<file path="src/rtl/dig_pkg.sv">
// Shared definitions for the 7-segment scan controller: register map, CTRL
// field layout, FSM state codes and the hex-to-segment glyph table.
package dig_pkg;

    localparam logic [31:0] DIG_DATA_OFS = 32'h0000_0000;
    localparam logic [31:0] DIG_CTRL_OFS = 32'h0000_0004;

    // CTRL layout: en_mask in [7:0], dp_mask in [15:8]
    localparam int          CTRL_EN_LSB  = 0;
    localparam int          CTRL_DP_LSB  = 8;
    localparam int          CTRL_FIELD_W = 8;
    localparam logic [15:0] CTRL_RESET   = 16'h00FF;

    localparam logic [0:0] ST_BLANK = 1'b0;
    localparam logic [0:0] ST_DRIVE = 1'b1;

    // Active-high {G,F,E,D,C,B,A}; entry 0 is the rightmost element
    localparam logic [15:0][6:0] HEX7_TABLE = {
        7'h71, 7'h79, 7'h5E, 7'h39, 7'h7C, 7'h77, 7'h6F, 7'h7F,
        7'h07, 7'h7D, 7'h6D, 7'h66, 7'h4F, 7'h5B, 7'h06, 7'h3F
    };

endpackage

</file>
<file path="src/rtl/hex7seg.sv">
// Combinational 4-bit hex digit to 7-segment decoder, active-high {G..A}.
module hex7seg
    import dig_pkg::*;
(
    input  logic [3:0] nibble,
    output logic [6:0] seg
);

    assign seg = HEX7_TABLE[nibble];

endmodule

</file>
<file path="src/rtl/dig_scan_ctrl.sv">
// Write-only memory-mapped 8-digit 7-segment scan controller: DATA/CTRL
// registers, slot prescaler, digit index, BLANK/DRIVE FSM and output flops.
module dig_scan_ctrl
    import dig_pkg::*;
#(
    parameter int NUM_DIGITS = 8,
    parameter int SCAN_DIV   = 25000,
    parameter int BLANK_CYC  = 250
) (
    input  logic                  clk,
    input  logic                  rst_n,
    input  logic [31:0]           addr,
    input  logic                  wen,
    input  logic [31:0]           wdata,
    output logic [NUM_DIGITS-1:0] dig_en_n,
    output logic [7:0]            seg_n,
    output logic [0:0]            dbg_state
);

    localparam int CW = (SCAN_DIV > 1) ? $clog2(SCAN_DIV) : 1;
    localparam int IW = (NUM_DIGITS > 1) ? $clog2(NUM_DIGITS) : 1;

    localparam logic [CW-1:0]         CNT_LAST  = CW'(SCAN_DIV - 1);
    localparam logic [CW-1:0]         CNT_BLANK = CW'(BLANK_CYC);
    localparam logic [IW-1:0]         IDX_LAST  = IW'(NUM_DIGITS - 1);
    localparam logic [NUM_DIGITS-1:0] DIG_ONE   = NUM_DIGITS'(1);

    logic [31:0]             data_q;
    logic [15:0]             ctrl_q;
    logic [CW-1:0]           cnt_q;
    logic [CW-1:0]           cnt_d;
    logic [IW-1:0]           idx_q;
    logic [0:0]              state_q;
    logic                    slot_end;
    logic [CTRL_FIELD_W-1:0] en_mask;
    logic [CTRL_FIELD_W-1:0] dp_mask;
    logic [3:0]              nibble;
    logic [6:0]              glyph;
    logic                    unused_bits;

    // Only addr[2] selects the register; the rest of the bus is don't-care.
    assign unused_bits = ^{addr[31:3], addr[1:0], wdata[31:16]};

    always_ff @(posedge clk or negedge rst_n) begin
        if (!rst_n) begin
            data_q <= '0;
            ctrl_q <= CTRL_RESET;
        end else if (wen) begin
            if (addr[2]) ctrl_q <= wdata[15:0];
            else         data_q <= wdata;
        end
    end

    assign slot_end = (cnt_q == CNT_LAST);
    assign cnt_d    = slot_end ? '0 : cnt_q + CW'(1);

    // state_q is decoded from the next count so it always matches cnt_q.
    always_ff @(posedge clk or negedge rst_n) begin
        if (!rst_n) begin
            cnt_q   <= '0;
            idx_q   <= '0;
            state_q <= ST_BLANK;
        end else begin
            cnt_q   <= cnt_d;
            state_q <= (cnt_d < CNT_BLANK) ? ST_BLANK : ST_DRIVE;
            if (slot_end) idx_q <= (idx_q == IDX_LAST) ? '0 : idx_q + IW'(1);
        end
    end

    assign en_mask   = ctrl_q[CTRL_EN_LSB +: CTRL_FIELD_W];
    assign dp_mask   = ctrl_q[CTRL_DP_LSB +: CTRL_FIELD_W];
    assign nibble    = data_q[{idx_q, 2'b00} +: 4];
    assign dbg_state = state_q;

    hex7seg u_hex7seg (
        .nibble (nibble),
        .seg    (glyph)
    );

    // Both outputs come from one flop stage, so at most one digit is ever on.
    always_ff @(posedge clk or negedge rst_n) begin
        if (!rst_n) begin
            dig_en_n <= '1;
            seg_n    <= '1;
        end else if (state_q == ST_DRIVE && en_mask[idx_q]) begin
            dig_en_n <= ~(DIG_ONE << idx_q);
            seg_n    <= ~{dp_mask[idx_q], glyph};
        end else begin
            dig_en_n <= '1;
            seg_n    <= '1;
        end
    end

endmodule

</file>
<file path="config.mk">
export PLATFORM = sky130hd
export DESIGN_NAME = dig_scan_ctrl
export DESIGN_NICKNAME = d
export VERILOG_FILES = /design/src/rtl/dig_pkg.sv /design/src/rtl/hex7seg.sv /design/src/rtl/dig_scan_ctrl.sv
export SDC_FILE = /design/constraint.sdc
export NUM_CORES = 1
export LEC_CHECK = 0
export ABC_AREA = 1
export CORE_MARGIN = 4
export CORE_UTILIZATION = 40
export CTS_BUF_LIST = sky130_fd_sc_hd__clkbuf_4
export DETAILED_ROUTE_END_ITERATION = 8
export HOLD_SLACK_MARGIN = 0.03
export PLACE_DENSITY_LB_ADDON = 0.3
export SLEW_MARGIN = 20
export SYNTH_ARGS = -nofsm -noshare
export SYNTH_HDL_FRONTEND = slang
export SYNTH_SLANG_ARGS = --single-unit
</file>
<file path="constraint.sdc">
create_clock -name clk -period 3.5 [get_ports clk]
set_input_delay 0.525 -clock clk [delete_from_list [all_inputs] [get_ports clk]]
set_output_delay 0.525 -clock clk [all_outputs]
set_load 0.02 [all_outputs]
</file>
After elaboration in Yosys (flattened, before gate mapping)
Memories as Yosys holds them, arrays and structs flattened.
Cells that the tools add are included.
Widths: inputs -> output; s select.
{ "classes": {"n_reduce_logical": 3, "n_lt_le_gt_ge": 3, "n_mux": 10, "bitwise": 3, "shifts": 2, "n_eq_ne": 2, "add_sub_neg": 2} }
{ "ops": {"columns": ["operator", "count"], "rows": [
  ["$shiftx 32x6->4", 1],
  ["$mux 8", 2],
  ["$not 8->8", 2],
  ["$add 15x1->15 const B", 1],
  ["$eq 15x15->1 const B", 1],
  ["$lt 15x8->1 const B", 1],
  ["$mux 15", 1],
  ["$shl 1x3->8 const A", 1],
  ["$mux 7", 1],
  ["$bmux 1 s3", 2],
  ["$lt 4x5->1 const B", 1],
  ["$lt 3x4->1 const B", 1],
  ["$reduce_and 2->1", 2],
  ["$add 3x1->3 const B", 1],
  ["$eq 3x3->1 const B", 1],
  ["$mux 1", 3],
  ["$mux 3", 1],
  ["$logic_and 1x1->1", 1],
  ["$not 1->1", 1]
]} }
{ "totals": {"word_cells": 33, "n_memories": 1, "regBits": 83, "output_inout_bits": 17, "input_bits": 67, "mem_bits_ro": 112} }
{ "memory_table": {"columns": ["name", "words", "word_bits", "read_ports", "rd_ports_with_merged_regs", "wr", "line", "rtl"], "rows": [
  ["(no name shown)", 16, 7, 1, 0, 0, "hex7seg.sv:9", "assign seg = HEX7_TABLE[nibble];"]
]} }

Depth between registers and ports, before layout
Gate-level depths: netlist (run 1).
{ "logic_depth": {"word_depth": 5, "ltp_mapped": 14, "depth_no_buf": 12} }

Modules after synthesis
From an unflattened synthesis (run 1), not the netlist that was laid out.
{ "hier_totals": {"hier_cells": 493, "hier_area_um2": 4149.0} }
{ "by_module_without_submodules": {"columns": ["mod", "seq_area_each_um2", "cells_per_inst", "instances", "area_per_inst_um2"], "rows": [
  ["dig_scan_ctrl", 2107.0, 441, 1, 3878.7],
  ["hex7seg", 0.0, 52, 1, 270.3]
]} }

Worst setup path before layout (run 1)
OpenSTA, ideal clock, no wires.
{ "synth_timing": {"path_kind": "register to register", "startpoint": "register idx_q[0]", "endpoint": "register seg_n[1]", "slack_ns": 1.714, "period_less_slack_ns": 1.786, "setup_time_ns": 0.076, "required_time_ns": 3.424, "path_buffers": 2, "t_arrival_ns": 1.709, "stages_incl_launch_ff": 13, "path_cell_list": "dfrtp_1 > buf_6 > buf_8 > nor2_1 > nor2_1 > o21ai_0 > nand2_1 > o21ai_1 > ha_1 > nand3_1 > nor2_1 > nor2_1 > nand2_1"} }
{ "synth_between": {"elab_chain_cells": 5, "word_cells_on_any_way": 8, "cone_classes": "shift: 1; mux: 4; bitwise: 1; reduce/logical: 1; memory: 1"} }
{ "synth_lines": {"columns": ["item", "line", "rtl"], "rows": [
  ["from (decl)", "dig_scan_ctrl.sv:32", "logic [IW-1:0] idx_q;"],
  ["from (signal assigned)", "dig_scan_ctrl.sv:66", "if (slot_end) idx_q <= (idx_q == IDX_LAST) ? '0 : idx_q + IW'(1);"],
  ["$shiftx 32x6->4", "dig_scan_ctrl.sv:72", "assign nibble = data_q[{idx_q, 2'b00} +: 4];"],
  ["$mem_v2 16x7", null, null],
  ["$mux 7 (implied by the code)", "hex7seg.sv:9", null],
  ["$not 8->8", "dig_scan_ctrl.sv:87", "seg_n <= ~{dp_mask[idx_q], glyph};"],
  ["$mux 8 (*)", "dig_scan_ctrl.sv:85", "end else if (state_q == ST_DRIVE && en_mask[idx_q]) begin"],
  ["to (signal assigned)", "dig_scan_ctrl.sv:87", null],
  ["to (decl)", "dig_scan_ctrl.sv:16", "output logic [7:0] seg_n,"]
]} }
Mark *: on every way between the ends. The rest lies on a longest branch, timed or not. The select of a mux whose other input is x is not followed.
A chain may end at the register's enable or synchronous reset.

Worst setup path after layout (run 1)
Same ends and word-level chain as after synthesis.

==> results of run 1 <==
==> worst register-to-register path, stage by stage (launching register included) <==
cell and delay [ps]:
dfrtp_1 810, buf_4 320, nor2_1 70, nor2_1 90
o21ai_1 100, nand3_1 90, o21ai_1 150, ha_1 360
nand3_1 110, nor2_1 50, nor2_1 100, nand2_1 70
==> sequential cells by signal, indices dropped and copies added, names as in the netlist <==
register   cells
data_q        32
ctrl_q        16
cnt_q         15
dig_en_n       8
seg_n          8
idx_q          3
dbg_state      1
==> Yosys cell counts, types with 3 or more instances <==
cell	instances	area, µm²
dfstp_2	24	631
nand2_1	134	503
dfrtp_1	59	1480
nand3_1	51	255
o21ai_1	8	40.0
a21oi_1	9	45.0
nand3_2	3	30.0
mux2_2	11	124
o21ai_0	40	200
buf_2	5	25.0
ha_1	12	150
nand2_2	3	18.8
clkbuf_1	7	26.3
inv_2	3	11.3
nand4_1	3	18.8
inv_1	56	210
nor2_1	63	236
==> cell families (layout without fill, tap and decap cells) <==
family	after synthesis	in the layout	share of synthesized area [%]
AND/OR/NAND/NOR	263	263	26.3
adder cells (fa/ha/maj)	12	12	3.57
multiplexers	12	12	3.19
buffers and inverters	79	133	8.43
flip-flops	83	83	50.1
XOR/XNOR	1	1	0.208
AO/OA/AOI/OAI	63	63	8.19
==> routing by layer <==
layer / vias up / global-route usage [%] / part of all wire [%]
li1: 1722 / - / -
met1: 1626 / 20.6 / 47
met2: 82 / 26.1 / 47
met3: 13 / 4.99 / 5.2
met4: 0 / 4.43 / 1.3
met5: - / 0 / 0
==> power breakdown <==
part           total (µW)  leakage, µW  switching [µW]  internal, µW
Clock                 488    0.0000647             328           160
Combinational         254      0.00130             140           114
Sequential           1080     0.000984            36.3          1040
Total                1820      0.00234             504          1310
==> cell type report <==
type	count	share of cell area (%)
Sequential cell	83	42.8
Multi-Input combinational cell	351	35.4
Timing Repair Buffer	56	11.2
Inverter	61	4.86
Tap cell	136	3.46
Clock buffer	11	1.68
Clock inverter	5	0.610
==> through the flow <==
stage | area (µm²) | total power (µW) | cells | utilization [%] | worst slack, ps
2_1_floorplan | 4200 | 1240 | 513 | - | 1710
3_3_place_gp | 4800 | 1340 | 687 | 46.7 | 1160
3_5_place_dp | 4800 | 1350 | 687 | 46.7 | 1130
4_1_cts | 4920 | 1830 | 703 | 47.8 | 1110
5_1_grt | 4920 | 1930 | 703 | 47.9 | 860
6_report | 4920 | 1820 | 703 | 47.9 | 1120
==> worst max path at each step <==
stage,start,to,slack (ps),cells past startpoint
global route,idx_q[0],seg_n[1],860,11
global placement,idx_q[0],seg_n[1],1160,11
CTS,idx_q[0],seg_n[1],1110,11
finish,idx_q[0],seg_n[1],1120,11
floorplan,idx_q[0],seg_n[1],1710,12
detailed placement,idx_q[0],seg_n[1],1130,11
==> results.sh, run 1 <==
export IMPL_status="complete, no violations"
export IMPL_fin_skew_ps=21.4
export IMPL_dieHeight_um=110
export IMPL_slew_headroom_pct=39.3
export IMPL_r2r_slack_ps=1120
export IMPL_yosys_warnings=0
export IMPL_drc=0
export IMPL_rsz0062_at_grt="no"
export IMPL_root_buffer="clkbuf_4"
export IMPL_clk_latency_ps=450
export IMPL_r2r_cells=11
export IMPL_regArea_um2=2110
export IMPL_via_count=3443
export IMPL_vdd_ir_drop_worst_v=0.000154
export IMPL_holdWs_ps=112
export IMPL_synth_edff_count=0
export IMPL_reg2reg_to="seg_n[1]"
export IMPL_cp_max_fo=17
export IMPL_clk_path_buf_depth=2
export IMPL_hold_viol_final=0
export IMPL_fillers=1007
export IMPL_worstSetupStartpointType="flop"
export IMPL_numCtsBuffers=9
export IMPL_post_cts_buffers=0
export IMPL_drt_wl_total_um=9230
export IMPL_io_buffers=52
export IMPL_fp_dieW_um=110
export IMPL_max_stage_delay_ps=810
export IMPL_hold_buffers=0
export IMPL_tritoncts="done"
export IMPL_grt_pass1_vias=3416
export IMPL_tns_ps=0
export IMPL_crit_path_top_delay_cell="dfrtp_1"
export IMPL_ys_ff_latch=83
export IMPL_ys_flop_type="dfrtp_1"
export IMPL_routed_via_density=4.90
export IMPL_min_period_over_period_pct=67.9
export IMPL_htree_levels=3
export IMPL_path_clk_slew_ps=140
export IMPL_final_cell_mix="nand2_1, nor2_1, dfrtp_1"
export IMPL_worst_path_buf_inv=1
export IMPL_drt_iter0_drc=255
export IMPL_drive_gt1_share_pct=12.5
export IMPL_min_period_ps=2380
export IMPL_globalplace_congestion=0.877
export IMPL_syn_area_per_cell_um2=8.19
export IMPL_fmax_mhz=421
export IMPL_core_region_area_um2=10300
export IMPL_num_rows=37
export IMPL_path_cells="buf_4 > nor2_1 > nor2_1 > o21ai_1 > nand3_1 > o21ai_1 > ha_1 > nand3_1 > nor2_1 > nor2_1 > nand2_1"
export IMPL_hp_class="in2async"
export IMPL_ys_seq_area_share_pct=50.1
export IMPL_hpwl_um=6690
export IMPL_n_antenna_cell=0
export IMPL_leakagePower_uw=0.00234
export IMPL_layout_commonest_cell="nand2_1"
export IMPL_ioPinCount=84
export IMPL_synthCells=513
export IMPL_cp_arrival_ps=2750
export IMPL_grt_pass1_wl_um=16000
export IMPL_antenna_found_initial=0
export IMPL_synth_nets=592
export IMPL_grt_max_degree=84
export IMPL_path_delay_family="flip-flops"
export IMPL_crit_type="reg2reg"
export IMPL_crit_path_end_kind="flop"
export IMPL_clock_sinks=83
export IMPL_dr_pass1_iters=4
export IMPL_grt_overflow=0
export IMPL_cts_resized=0
export IMPL_final_nets=641
export IMPL_routedWlPerCell_um=13.1
export IMPL_netlist_area_um2=4200
export IMPL_p_per_area_nw_per_um2=369
export IMPL_reg2reg_from="idx_q[0]"
export IMPL_area_growth_pct=17.1
export IMPL_required_ps=3870
export IMPL_maxCapViolCount=0
export IMPL_async_flop_share_pct=100
export IMPL_ant_nets=0
export IMPL_track_usage_pct=16.0
export IMPL_die_area_um2=12200
export IMPL_finalSetupViolCount=0
export IMPL_start_util_pct=40.9
export IMPL_multi_input_area_um2=1740
export IMPL_critical_path_most_common_cell="nor2_1"
export IMPL_tightest_slew_ps=908
export IMPL_drv_slew=0
export IMPL_ys_types=34
(Power assumes the default switching activity.)
==> run 2, diff against run 1 <==
- clock period: 3.5 -> 2.3 ns (I/O delays scaled with it)
==> run 2 against run 1 <==
Net effect: non-clock buffer count increased by 4; global-route usage fell by 0.13 points; clock power increased by 77%; first-iteration DRC count shrank 12%; largest power group unchanged.
==> results.sh, run 2 (synthesized netlist as in run 1, its figures left out) <==
export IMPL_io_buffers=52
export IMPL_hpwl_um=6690
export IMPL_slew_headroom_pct=56.1
export IMPL_vdd_ir_drop_worst_v=0.000234
export IMPL_grt_pass1_wl_um=16000
export IMPL_cts_resized=0
export IMPL_fillers=1006
export IMPL_drc=0
export IMPL_pre_cts_slack_ps=310
export IMPL_area_growth_pct=19.1
export IMPL_p_clk_share_pct=29.8
export IMPL_fin_skew_ps=12.1
export IMPL_min_period_over_period_pct=87.2
export IMPL_ioPinCount=84
export IMPL_crit_path_end_kind="flop"
export IMPL_ant_nets=0
export IMPL_crit_path_top_delay_cell="dfrtp_1"
export IMPL_drv_slew=0
export IMPL_numCtsBuffers=9
export IMPL_post_route_util_pct=48.7
export IMPL_globalplace_congestion=0.913
export IMPL_r2r_cells=12
export IMPL_num_rows=37
export IMPL_p_per_area_nw_per_um2=579
export IMPL_die_area_um2=12200
export IMPL_clk_path_buf_depth=2
export IMPL_intPower_uw=2100
export IMPL_power_share_switching_pct=27.6
export IMPL_path_cells="buf_4 > inv_8 > nand2_1 > nand2_1 > nand2_1 > o21ai_1 > o21ai_1 > ha_1 > nand3_1 > nor2_1 > nor2_1 > nand2_1"
export IMPL_rsz0062_at_grt="no"
export IMPL_drt_wl_total_um=9230
export IMPL_tritoncts="done"
export IMPL_regMostFlops="data_q"
export IMPL_setup_slack_ps=295
export IMPL_clk_latency_ps=450
export IMPL_min_period_ps=2010
export IMPL_fp_dieW_um=110
export IMPL_reg_largest_list="data_q (32), ctrl_q (16), cnt_q (15)"
export IMPL_multi_input_area_um2=1740
export IMPL_fmax_mhz=499
export IMPL_clock_sinks=83
export IMPL_crit_type="reg2reg"
export IMPL_reg2reg_from="idx_q[0]"
export IMPL_tightest_slew_ps=659
export IMPL_htree_levels=3
export IMPL_max_stage_delay_ps=400
export IMPL_seqPwrFrac_pct=56.6
export IMPL_largest_register_ffs=32
export IMPL_dr_pass1_iters=5
export IMPL_worstSetupStartpointType="flop"
export IMPL_power_uw=2900
export IMPL_r2r_slack_ps=290
export IMPL_cp_arrival_ps=2390
export IMPL_drive_gt1_share_pct=13.1
export IMPL_layout_commonest_cell="nand2_1"
export IMPL_via_count=3420
export IMPL_startpoint="idx_q[0]"
export IMPL_regArea_um2=2110
export IMPL_antenna_found_initial=0
export IMPL_power_share_combinational_pct=13.6
export IMPL_post_cts_buffers=0
export IMPL_final_nets=645
export IMPL_grt_pass1_vias=3359
export IMPL_tns_ps=0
export IMPL_final_cell_mix="nand2_1, nor2_1, dfrtp_1"
export IMPL_root_buffer="clkbuf_4"
export IMPL_status="complete, no violations"
export IMPL_setup_worst_path_end="seg_n[1]"
export IMPL_p_sw_uw=799
export IMPL_path_clk_slew_ps=130
export IMPL_finalSetupViolCount=0
export IMPL_hp_class="in2async"
export IMPL_track_usage_pct=15.9
export IMPL_maxCapViolCount=0
export IMPL_routedWlPerCell_um=13.1
export IMPL_grt_overflow=0
export IMPL_reg2reg_to="seg_n[1]"
export IMPL_critical_path_most_common_cell="nand2_1"
export IMPL_leakagePower_uw=0.00238
export IMPL_start_util_pct=40.9
export IMPL_n_antenna_cell=0
export IMPL_drt_iter0_drc=225
export IMPL_cp_max_fo=26
export IMPL_grt_max_degree=54
export IMPL_required_ps=2690
export IMPL_dieHeight_um=110
export IMPL_hold_viol_final=0
export IMPL_holdWs_ps=383
export IMPL_core_region_area_um2=10300
export IMPL_routed_via_density=4.84
[run 2: cell count changes in the layout (fill, tap and decap cells not counted)]
cell	change
buf_4	+2
clkinvlp_4	+1
buf_6	-1
clkinv_4	+2
dlygate4sd3_1	+1
clkinv_2	-1
clkinv_1	-1
clkbuf_4	-2
bufinv_16	+1
buf_12	+2
[run 2: metrics by stage]
step / instance area (µm²) / std cells
4_1_cts: 5010 / 707
6_report: 5010 / 707
3_3_place_gp: 4850 / 690
3_5_place_dp: 4850 / 690
5_1_grt: 5010 / 707
2_1_floorplan: 4200 / 513
[run 2: how the worst min path moves through the flow]
stage	to	start
finish	data_q[19]	rst_n
global route	data_q[19]	rst_n
CTS	data_q[19]	rst_n
detailed placement	data_q[19]	rst_n
global placement	data_q[19]	rst_n
floorplan	cnt_q[0]	rst_n
[run 2: repair_timing]
action / CTS / global route
setup endpoints to repair: 0 / 0
endpoints found under the hold margin: 23 / 0
hold buffers: 1 / 0
[run 2: layout make-up]
class,count,area share [%]
Clock buffer,9,1.35
Inverter,61,4.77
Sequential cell,83,42.1
Multi-Input combinational cell,351,34.8
Timing Repair Buffer,60,12.1
Tap cell,136,3.40
Clock inverter,7,1.52
[run 2: worst max-delay path, delay by kind of cell (launching register included)]
kind,cells,cell delay (ps)
and+or+nand+nor,7,540
buffers and inverters,2,370
DFF,1,400
adders and majority gates,1,330
AOI/OAI and AO/OA,2,300
[run 2: layer usage]
layer  track usage (%)  part of all wire [%]  wire length [µm]  vias to the layer above
met4              5.34                   1.7               155                        0
met2              24.6                    46              4210                       87
met3              4.44                   4.6               420                       13
met5                 0                     0                 0                        -
met1              21.5                    48              4440                     1590
li1                  -                     -                 -                     1730
[run 2: power by group through the flow]
stage,combinational (µW),sequential [µW],clock (µW)
2_1_floorplan,247,1650,0
3_3_place_gp,386,1660,0
3_5_place_dp,395,1670,0
4_1_cts,398,1640,898
5_1_grt,456,1660,955
6_report,393,1640,864
==> run 3, diff against run 2 <==
- CORE_UTILIZATION: 40 -> 35
==> run 3 against run 2 <==
Net effect: sequential share of layout area decreased by 0.074 points; critical path depth is the same; setup slack got worse by 74 ps; final cell count is 0.99% higher; first-iteration DRC count increased by 16%; clock skew up 2.7 ps; via count increased by 0.29%; power decreased by 1.3%; fmax down 3.6%; global-route usage down 1.7 points; register-to-register slack worse by 70 ps; worst hold slack got worse by 83 ps; critical path type unchanged.
==> results.sh, run 3 (synthesized netlist as in run 1, its figures left out) <==
export IMPL_intPower_uw=2100
export IMPL_cp_max_fo=26
export IMPL_reg2reg_from="idx_q[0]"
export IMPL_fillers=1138
export IMPL_crit_type="reg2reg"
export IMPL_multi_input_area_um2=1740
export IMPL_via_count=3430
export IMPL_seqPwrFrac_pct=57.3
export IMPL_min_period_ps=2080
export IMPL_p_sw_uw=762
export IMPL_crit_path_end_kind="flop"
export IMPL_holdWs_ps=299
export IMPL_root_buffer="clkbuf_4"
export IMPL_r2r_slack_ps=220
export IMPL_layout_commonest_cell="nand2_1"
export IMPL_dpl_cell_area_um2=4870
export IMPL_fin_skew_ps=14.8
export IMPL_routed_via_density=4.80
export IMPL_fin_area_um2=5010
export IMPL_path_cells="buf_12 > inv_8 > nand2_1 > nand2_1 > nand2_1 > o21ai_1 > o21ai_1 > ha_1 > nand3_1 > nor2_1 > nor2_1 > nand2_1"
export IMPL_path_clk_slew_ps=130
export IMPL_power_share_combinational_pct=13.9
export IMPL_status="complete, no violations"
export IMPL_drive_gt1_share_pct=13.0
export IMPL_tritoncts="done"
export IMPL_htree_levels=3
export IMPL_grt_pass1_vias=3362
export IMPL_max_stage_delay_ps=460
export IMPL_dieHeight_um=118
export IMPL_grt_max_degree=54
export IMPL_fmax_mhz=481
export IMPL_min_period_over_period_pct=90.4
export IMPL_power_share_switching_pct=26.6
export IMPL_io_buffers=52
export IMPL_post_route_util_pct=43.4
export IMPL_hpwl_um=6740
export IMPL_cp_arrival_ps=2440
export IMPL_required_ps=2660
export IMPL_final_cell_mix="nand2_1, nor2_1, dfrtp_1"
export IMPL_cts_resized=0
export IMPL_maxCapViolCount=0
export IMPL_largest_register_ffs=32
export IMPL_ioPinCount=84
export IMPL_grt_overflow=0
export IMPL_antenna_found_initial=0
export IMPL_fp_dieW_um=118
export IMPL_hp_class="in2async"
export IMPL_drt_wl_total_um=9360
export IMPL_reg_largest_list="data_q (32), ctrl_q (16), cnt_q (15)"
export IMPL_leakagePower_uw=0.00238
export IMPL_start_util_pct=36.3
export IMPL_track_usage_pct=14.2
export IMPL_num_rows=39
export IMPL_clk_latency_ps=430
export IMPL_drt_iter0_drc=262
export IMPL_globalplace_congestion=0.871
export IMPL_reg2reg_to="seg_n[1]"
export IMPL_hold_buffers=1
export IMPL_drc=0
export IMPL_rsz0062_at_grt="no"
export IMPL_clock_sinks=83
export IMPL_tns_ps=0
export IMPL_startpoint="idx_q[0]"
export IMPL_n_antenna_cell=0
export IMPL_area_growth_pct=19.4
export IMPL_clk_path_buf_depth=2
export IMPL_numCtsBuffers=9
export IMPL_p_clk_share_pct=28.8
export IMPL_worstSetupStartpointType="flop"
export IMPL_slew_headroom_pct=61.2
export IMPL_dr_pass1_iters=5
export IMPL_routedWlPerCell_um=13.1
export IMPL_vdd_ir_drop_worst_v=0.000220
export IMPL_grt_pass1_wl_um=16200
export IMPL_crit_path_top_delay_cell="dfrtp_1"
export IMPL_ant_nets=0
export IMPL_power_uw=2860
export IMPL_hold_viol_final=0
export IMPL_critical_path_most_common_cell="nand2_1"
export IMPL_core_region_area_um2=11600
export IMPL_tightest_slew_ps=582
export IMPL_setup_worst_path_end="seg_n[1]"
export IMPL_final_nets=645
export IMPL_regArea_um2=2110
export IMPL_post_cts_buffers=0
export IMPL_finalSetupViolCount=0
export IMPL_p_per_area_nw_per_um2=570
export IMPL_die_area_um2=13800
export IMPL_r2r_cells=12
export IMPL_regMostFlops="data_q"
export IMPL_drv_slew=0
-- run 3: cell count changes in the layout (fill, tap and decap cells not counted), sizes merged --
cell,before,now
clkinvlp,2,1
inv,62,61
clkinv,3,4
clkbuf,9,10
-- run 3: worst min path at each step --
stage | startpoint | slack, ps | endpoint | cells after the start
after floorplan | rst_n | 50 | cnt_q[0] | 0
after global placement | rst_n | 230 | ctrl_q[10] | 1
after detailed placement | rst_n | 230 | data_q[10] | 1
after CTS | rst_n | 280 | ctrl_q[8] | 2
after global routing | rst_n | 290 | ctrl_q[8] | 2
final | rst_n | 300 | ctrl_q[8] | 2
-- run 3: layer usage --
metal,wire length [µm],vias to the layer above,GRT usage [%],share of wire (%)
met4,133,0,4.98,1.4
met5,0,-,0,0
met2,4440,82,23.2,47
met3,427,13,3.46,4.6
met1,4360,1601,18.5,47
li1,-,1734,-,-
-- run 3: critical path, delay by kind of cell, from the launching register on --
| family | cells | cell delay, ps |
|---|---|---|
| flops | 1 | 460 |
| compound gates | 2 | 400 |
| simple gates | 7 | 520 |
| buf+inv | 2 | 310 |
| fa+ha+maj | 1 | 310 |
-- run 3: layout make-up --
| cell class | instances | share of cell area [%] |
|---|---|---|
| inverter | 61 | 4.77 |
| multi-input combinational | 351 | 34.7 |
| timing repair buffer | 60 | 12.3 |
| clock inverter | 6 | 1.12 |
| tap | 143 | 3.57 |
| clock buffer | 10 | 1.50 |
| sequential | 83 | 42.0 |
-- run 3: stage by stage --
stage | cells | setup slack [ps]
after CTS | 714 | 231
after global placement | 697 | 288
after global routing | 714 | 22.3
after detailed placement | 697 | 271
after floorplan | 513 | 514
final | 714 | 220
-- run 3: power by group through the flow --
stage / sequential [µW] / clock [µW] / combinational [µW]
after floorplan: 1650 / 0 / 247
after global placement: 1660 / 0 / 388
after CTS: 1640 / 854 / 402
after detailed placement: 1660 / 0 / 399
final: 1640 / 823 / 398
after global routing: 1650 / 918 / 460
